`src/rtl/dft_bin_core.sv`:
```
// dft_bin_core: 16-point block DFT that pulls samples from a FIFO and emits bins k=1,2,3.
// Optional macro DFT_CORE_SAT_EN: saturate each output part instead of wrapping.
module dft_bin_core #(
  parameter int DATA_IN_W  = 12,
  parameter int DATA_OUT_W = 16,
  parameter int DFT_N      = 16
) (
  input  logic                         clk,
  input  logic                         rst,
  input  logic signed [DATA_IN_W-1:0]  fifo_rdata,
  output logic                         fifo_rd,
  input  logic                         fifo_empty,
  output logic signed [DATA_OUT_W-1:0] data_re_out,
  output logic signed [DATA_OUT_W-1:0] data_im_out,
  output logic                         valid_out
);

  localparam int COEF_W = 12;
  localparam int PROD_W = DATA_IN_W + COEF_W;
  localparam int ACC_W  = 28;
  localparam int SH     = 10;
  localparam int SH_W   = ACC_W - SH;

  generate
    if (DFT_N != 16) begin : g_bad_n
      $error("dft_bin_core supports only DFT_N = 16");
    end
  endgenerate

  typedef enum logic [0:0] {
    ST_FETCH = 1'b0,
    ST_OUT   = 1'b1
  } state_t;

  state_t                      state_r, state_s;
  logic                        run_r;
  logic                        rd_s;
  logic                        rd_vld_r;
  logic [4:0]                  rd_cnt_r;
  logic [3:0]                  n_r;
  logic [1:0]                  bin_r;
  logic [3:0]                  ph_s      [3];
  logic signed [PROD_W-1:0]    prod_re_s [3];
  logic signed [PROD_W-1:0]    prod_im_s [3];
  logic signed [ACC_W-1:0]     acc_re_r  [3];
  logic signed [ACC_W-1:0]     acc_im_r  [3];
  logic signed [SH_W-1:0]      sel_re_s;
  logic signed [SH_W-1:0]      sel_im_s;
  logic signed [DATA_OUT_W-1:0] re_r, im_r;
  logic                        valid_r;

  // 2047*sin(2*pi*p/16), rounded; cosine is the same table offset by a quarter turn.
  function automatic logic signed [COEF_W-1:0] sin_lut(input logic [3:0] p);
    case (p)
      4'd0:    sin_lut = 12'sd0;
      4'd1:    sin_lut = 12'sd783;
      4'd2:    sin_lut = 12'sd1447;
      4'd3:    sin_lut = 12'sd1891;
      4'd4:    sin_lut = 12'sd2047;
      4'd5:    sin_lut = 12'sd1891;
      4'd6:    sin_lut = 12'sd1447;
      4'd7:    sin_lut = 12'sd783;
      4'd8:    sin_lut = 12'sd0;
      4'd9:    sin_lut = -12'sd783;
      4'd10:   sin_lut = -12'sd1447;
      4'd11:   sin_lut = -12'sd1891;
      4'd12:   sin_lut = -12'sd2047;
      4'd13:   sin_lut = -12'sd1891;
      4'd14:   sin_lut = -12'sd1447;
      4'd15:   sin_lut = -12'sd783;
      default: sin_lut = 12'sd0;
    endcase
  endfunction

  // Narrow the already-shifted accumulator to the output width.
  function automatic logic signed [DATA_OUT_W-1:0] narrow(input logic signed [SH_W-1:0] sh);
`ifdef DFT_CORE_SAT_EN
    logic signed [SH_W-1:0] sat_hi;
    logic signed [SH_W-1:0] sat_lo;
    sat_hi = SH_W'((2 ** (DATA_OUT_W - 1)) - 1);
    sat_lo = ~sat_hi;
    if (sh > sat_hi) begin
      narrow = sat_hi[DATA_OUT_W-1:0];
    end else if (sh < sat_lo) begin
      narrow = sat_lo[DATA_OUT_W-1:0];
    end else begin
      narrow = sh[DATA_OUT_W-1:0];
    end
`else
    narrow = sh[DATA_OUT_W-1:0];
`endif
  endfunction

  // Next state and FIFO read strobe; reads stop once all 16 samples are requested.
  always_comb begin
    state_s = state_r;
    rd_s    = 1'b0;
    case (state_r)
      ST_FETCH: begin
        rd_s = run_r && !fifo_empty && (rd_cnt_r != 5'd16);
        if (rd_vld_r && (n_r == 4'd15)) begin
          state_s = ST_OUT;
        end else begin
          state_s = ST_FETCH;
        end
      end
      ST_OUT: begin
        if (bin_r == 2'd2) begin
          state_s = ST_FETCH;
        end else begin
          state_s = ST_OUT;
        end
      end
      default: state_s = ST_FETCH;
    endcase
  end

  // Twiddle phase (k*n mod 16) and per-bin products for the sample on fifo_rdata.
  always_comb begin
    ph_s[0] = n_r;
    ph_s[1] = {n_r[2:0], 1'b0};
    ph_s[2] = n_r + {n_r[2:0], 1'b0};
    for (int k = 0; k < 3; k++) begin
      prod_re_s[k] = PROD_W'(fifo_rdata) * PROD_W'(sin_lut(ph_s[k] + 4'd4));
      prod_im_s[k] = PROD_W'(fifo_rdata) * PROD_W'(-sin_lut(ph_s[k]));
    end
  end

  // Select the bin being emitted, already scaled down by 2^10.
  always_comb begin
    sel_re_s = acc_re_r[0][ACC_W-1:SH];
    sel_im_s = acc_im_r[0][ACC_W-1:SH];
    case (bin_r)
      2'd0: begin
        sel_re_s = acc_re_r[0][ACC_W-1:SH];
        sel_im_s = acc_im_r[0][ACC_W-1:SH];
      end
      2'd1: begin
        sel_re_s = acc_re_r[1][ACC_W-1:SH];
        sel_im_s = acc_im_r[1][ACC_W-1:SH];
      end
      2'd2: begin
        sel_re_s = acc_re_r[2][ACC_W-1:SH];
        sel_im_s = acc_im_r[2][ACC_W-1:SH];
      end
      default: begin
        sel_re_s = acc_re_r[0][ACC_W-1:SH];
        sel_im_s = acc_im_r[0][ACC_W-1:SH];
      end
    endcase
  end

  // FSM state, read/sample counters and bin index.
  always_ff @(posedge clk or negedge rst) begin
    if (!rst) begin
      state_r  <= ST_FETCH;
      run_r    <= 1'b0;
      rd_vld_r <= 1'b0;
      rd_cnt_r <= 5'd0;
      n_r      <= 4'd0;
      bin_r    <= 2'd0;
    end else begin
      run_r    <= 1'b1;
      state_r  <= state_s;
      rd_vld_r <= rd_s;
      if (state_r == ST_OUT) begin
        if (bin_r == 2'd2) begin
          bin_r    <= 2'd0;
          rd_cnt_r <= 5'd0;
          n_r      <= 4'd0;
        end else begin
          bin_r <= bin_r + 2'd1;
        end
      end else begin
        if (rd_s) begin
          rd_cnt_r <= rd_cnt_r + 5'd1;
        end
        if (rd_vld_r) begin
          n_r <= n_r + 4'd1;
        end
      end
    end
  end

  // Accumulators: cleared after the last bin leaves, held while the FIFO stalls.
  always_ff @(posedge clk or negedge rst) begin
    if (!rst) begin
      for (int k = 0; k < 3; k++) begin
        acc_re_r[k] <= '0;
        acc_im_r[k] <= '0;
      end
    end else if ((state_r == ST_OUT) && (bin_r == 2'd2)) begin
      for (int k = 0; k < 3; k++) begin
        acc_re_r[k] <= '0;
        acc_im_r[k] <= '0;
      end
    end else if (rd_vld_r) begin
      for (int k = 0; k < 3; k++) begin
        acc_re_r[k] <= acc_re_r[k] + ACC_W'(prod_re_s[k]);
        acc_im_r[k] <= acc_im_r[k] + ACC_W'(prod_im_s[k]);
      end
    end
  end

  // Output registers; data holds its last value when not valid.
  always_ff @(posedge clk or negedge rst) begin
    if (!rst) begin
      re_r    <= '0;
      im_r    <= '0;
      valid_r <= 1'b0;
    end else if (state_r == ST_OUT) begin
      re_r    <= narrow(sel_re_s);
      im_r    <= narrow(sel_im_s);
      valid_r <= 1'b1;
    end else begin
      valid_r <= 1'b0;
    end
  end

  assign fifo_rd     = rd_s;
  assign data_re_out = re_r;
  assign data_im_out = im_r;
  assign valid_out   = valid_r;

endmodule

```
`config.mk`:
```
export PLATFORM = sky130hd
export DESIGN_NAME = dft_bin_core
export DESIGN_NICKNAME = d
export VERILOG_FILES = /design/src/rtl/dft_bin_core.sv
export SDC_FILE = /design/constraint.sdc
export NUM_CORES = 2
export LEC_CHECK = 0
export ABC_AREA = 0
export BUFFER_PORTS_ARGS = -buffer_cell sky130_fd_sc_hd__buf_2
export CAP_MARGIN = 20
export CORE_UTILIZATION = 32
export DETAILED_ROUTE_END_ITERATION = 10
export PLACE_DENSITY_LB_ADDON = 0.25
export SLEW_MARGIN = 20
export SYNTH_ARGS = -nofsm -noshare
export SYNTH_HDL_FRONTEND = slang
export SYNTH_SLANG_ARGS = --single-unit
```
`constraint.sdc`:
```
create_clock -name clk -period 22.7 [get_ports clk]
set_input_delay 2.27 -clock clk [delete_from_list [all_inputs] [get_ports clk]]
set_output_delay 2.27 -clock clk [all_outputs]
set_load 0.01 [all_outputs]
```
==> out/results.tsv <==
metric	value	unit
Syn Nets	7082	
Final #Nets	6988	
Die Y-Extent	401	um
CTS buffer count	31	
Tightest Hold Check Type	reg2reg	
R2R Setup Slk	11.39	ns
grt total ovfl	0	
first-pass GRT wire length	217	mm
Synth Register Bits	203	
Core Footprint	0.157	mm2
Max-cap violations	0	
DP HPWL	105	mm
Slew @ Worst Pin	1.17	ns
H-tree depth	1	
Worst Clk Skew	0.0232	ns
Final min period	11.31	ns
Final Cycle Share	0.498	
GRT Util Overall	0.169	
Clock Path Buffers	3	
Boundary Pins	49	
CTS tree	yes	
CP max FO	21	
status	finished clean	
DR WL/cell	17.4	um
RSZ-0062 raised after global routing	false	
share of synthesized registers carrying an async set or reset	1.00	
Routed Antenna Nets	0	
Mapped Cells	5601	
Post-CTS Resized	0	
fillcell total	16458	
share of layout cells above drive strength 1	0.0459	
Mean Syn Cell Area	9.08	um2
Antenna diodes	0	
routed vias	36125	
CP peak stage delay	0.95	ns
critical path required time	23.27	ns
max_slew headroom	0.213	
Ys Warns	0	
unique cell type count in the Yosys netlist	85	
Setup CP Type	reg2reg	
clock-pin slew on the worst setup and hold paths	0.06	ns
clk_lat worst skew	0.66	ns
vias in the first global route	38398	
final hold vios	0	
DRC violations left	0	
initial antenna violation count	7	
post-CTS setup buffers	0	
Avg Vias per Cell	4.76	
met3 usage	0.0212	
hold_buf cts	0	
EDFF count, synth	0	
Setup TNS	0	ns
Clock Sinks	203	
startpoint types	flop	
Seq/Total Area, Yosys	0.0998	
clock root buffer	clkbuf_16	
final wirelength	132	mm
Syn-to-layout area delta	7.03	%
synthesized cell area	0.0509	mm2
global routing usage on met2	0.275	
crit-path most repeated cell	inv_1	
Final Setup Violations	0	
Placed Cells	7532	
Crit. End Element	flop	
Max Freq	88.4	MHz
Slew Limit Fails	0	
Initial DRT Pass Iterations	7	
final non-filler cell total	7589	
IO buf count	48	
GRT Max-Usage Layer	met2	
Chip Width	401	um
critical path's slowest cell	fa_1	
largest net degree at the start of global routing	82	
CP arrival	11.89	ns
1st-iter DRT viols	1763	
cell row count	145	
met1 GRT Util	0.241	
dominant synthesized flop cell	dfrtp_1	
die area	0.161	mm2
RePlAce Congestion	0.835	
Initial Utilization	0.324	
Fin Hold WS	0.499	ns
## state kept, by name, summed over array words and instances, names as in the netlist
register	flops
acc_im_r	78
acc_re_r	78
data_im_out	16
data_re_out	16
rd_cnt_r	5
n_r	4
bin_r	2
rd_vld_r	1
run_r	1
state_r	1
valid_out	1
## layout make-up
type                       instances  area (um2)  area share
multi-input combinational       3891       40200       0.738
sequential                       203        5080      0.0934
inverter                        1262        4740      0.0870
tap                             2058        2570      0.0473
clock buffer                      41         863      0.0159
timing repair buffer             118         781      0.0143
clock inverter                    16         238     0.00437
## layer usage
layer | routed length (um) | up-vias | share of wire
met5 | 51 | - | 0.00039
met4 | 2580 | 8 | 0.020
met3 | 5670 | 119 | 0.043
met2 | 61100 | 580 | 0.46
met1 | 62300 | 18464 | 0.47
li1 | - | 16954 | -
## through the flow
stage	setup slack [ns]	utilization	cell area (um2)
after floorplan	13.42	-	50900
after global placement	11.75	0.340	53400
after detailed placement	11.57	0.340	53400
after CTS	11.52	0.347	54500
final	11.39	0.347	54500
after global routing	10.62	0.347	54500
## kinds of logic (layout without fill, tap and decap cells)
family / Yosys count / count (layout) / synth area share
simple gates: 1405 / 1405 / 0.132
buf+inv: 1507 / 1437 / 0.112
xor+xnor: 240 / 240 / 0.0417
fa+ha+maj: 1466 / 1466 / 0.506
flops: 203 / 203 / 0.0998
compound gates: 627 / 627 / 0.0780
other cells: 1 / 1 / 0.0000737
mux: 152 / 152 / 0.0308
## cells in the final DEF, fill, tap and decap left out, types with 130 or more instances in the layout
| cell type | count |
|---|---|
| dfrtp_1 | 201 |
| fa_1 | 985 |
| and2_1 | 273 |
| ha_1 | 479 |
| o21ai_0 | 130 |
| a21oi_1 | 197 |
| nor2_1 | 303 |
| inv_1 | 1261 |
| nand2_1 | 526 |
| xnor2_1 | 175 |
## critical path: cells and delay by family (launching register included)
family	cells	cell delay, ns
AND/OR/NAND/NOR	8	2.74
XOR/XNOR	1	0.14
adder cells (fa/ha/maj)	9	4.44
buffers and inverters	7	0.52
flip-flops	1	0.73
AO/OA/AOI/OAI	13	2.64
## synthesized netlist by cell type (51+ instances only)
cell type | count | area [um2]
inv_1 | 1261 | 4730
fa_1 | 985 | 19700
nand2_1 | 526 | 1970
ha_1 | 481 | 6020
nor2_1 | 303 | 1140
and2_1 | 274 | 1710
clkbuf_1 | 211 | 792
dfrtp_1 | 203 | 5080
a21oi_1 | 197 | 986
xnor2_1 | 178 | 1560
o21ai_0 | 133 | 666
mux2i_1 | 116 | 1160
xor2_1 | 60 | 526
nand2b_1 | 55 | 344
a21o_1 | 51 | 383
nor3_1 | 51 | 255
## path summary, 6_finish.rpt
check                                      startpoint                         end  depth (start not counted)
max in group asynchronous                         rst    acc_im_r[72]$_DFFE_PN0P_                          2
setup reg to reg                   n_r[1]$_DFFE_PN0P_    acc_im_r[25]$_DFFE_PN0P_                         38
min in group asynchronous                         rst    acc_re_r[41]$_DFFE_PN0P_                          1
hold / removal             data_re_out[7]$_DFFE_PN0P_  data_re_out[7]$_DFFE_PN0P_                          1
hold reg to reg            data_re_out[7]$_DFFE_PN0P_  data_re_out[7]$_DFFE_PN0P_                          1
setup / recovery                   n_r[1]$_DFFE_PN0P_    acc_im_r[25]$_DFFE_PN0P_                         38
Power is not shown: default switching activity piles up to over one toggle a cycle in this logic, so the estimate is an artifact.
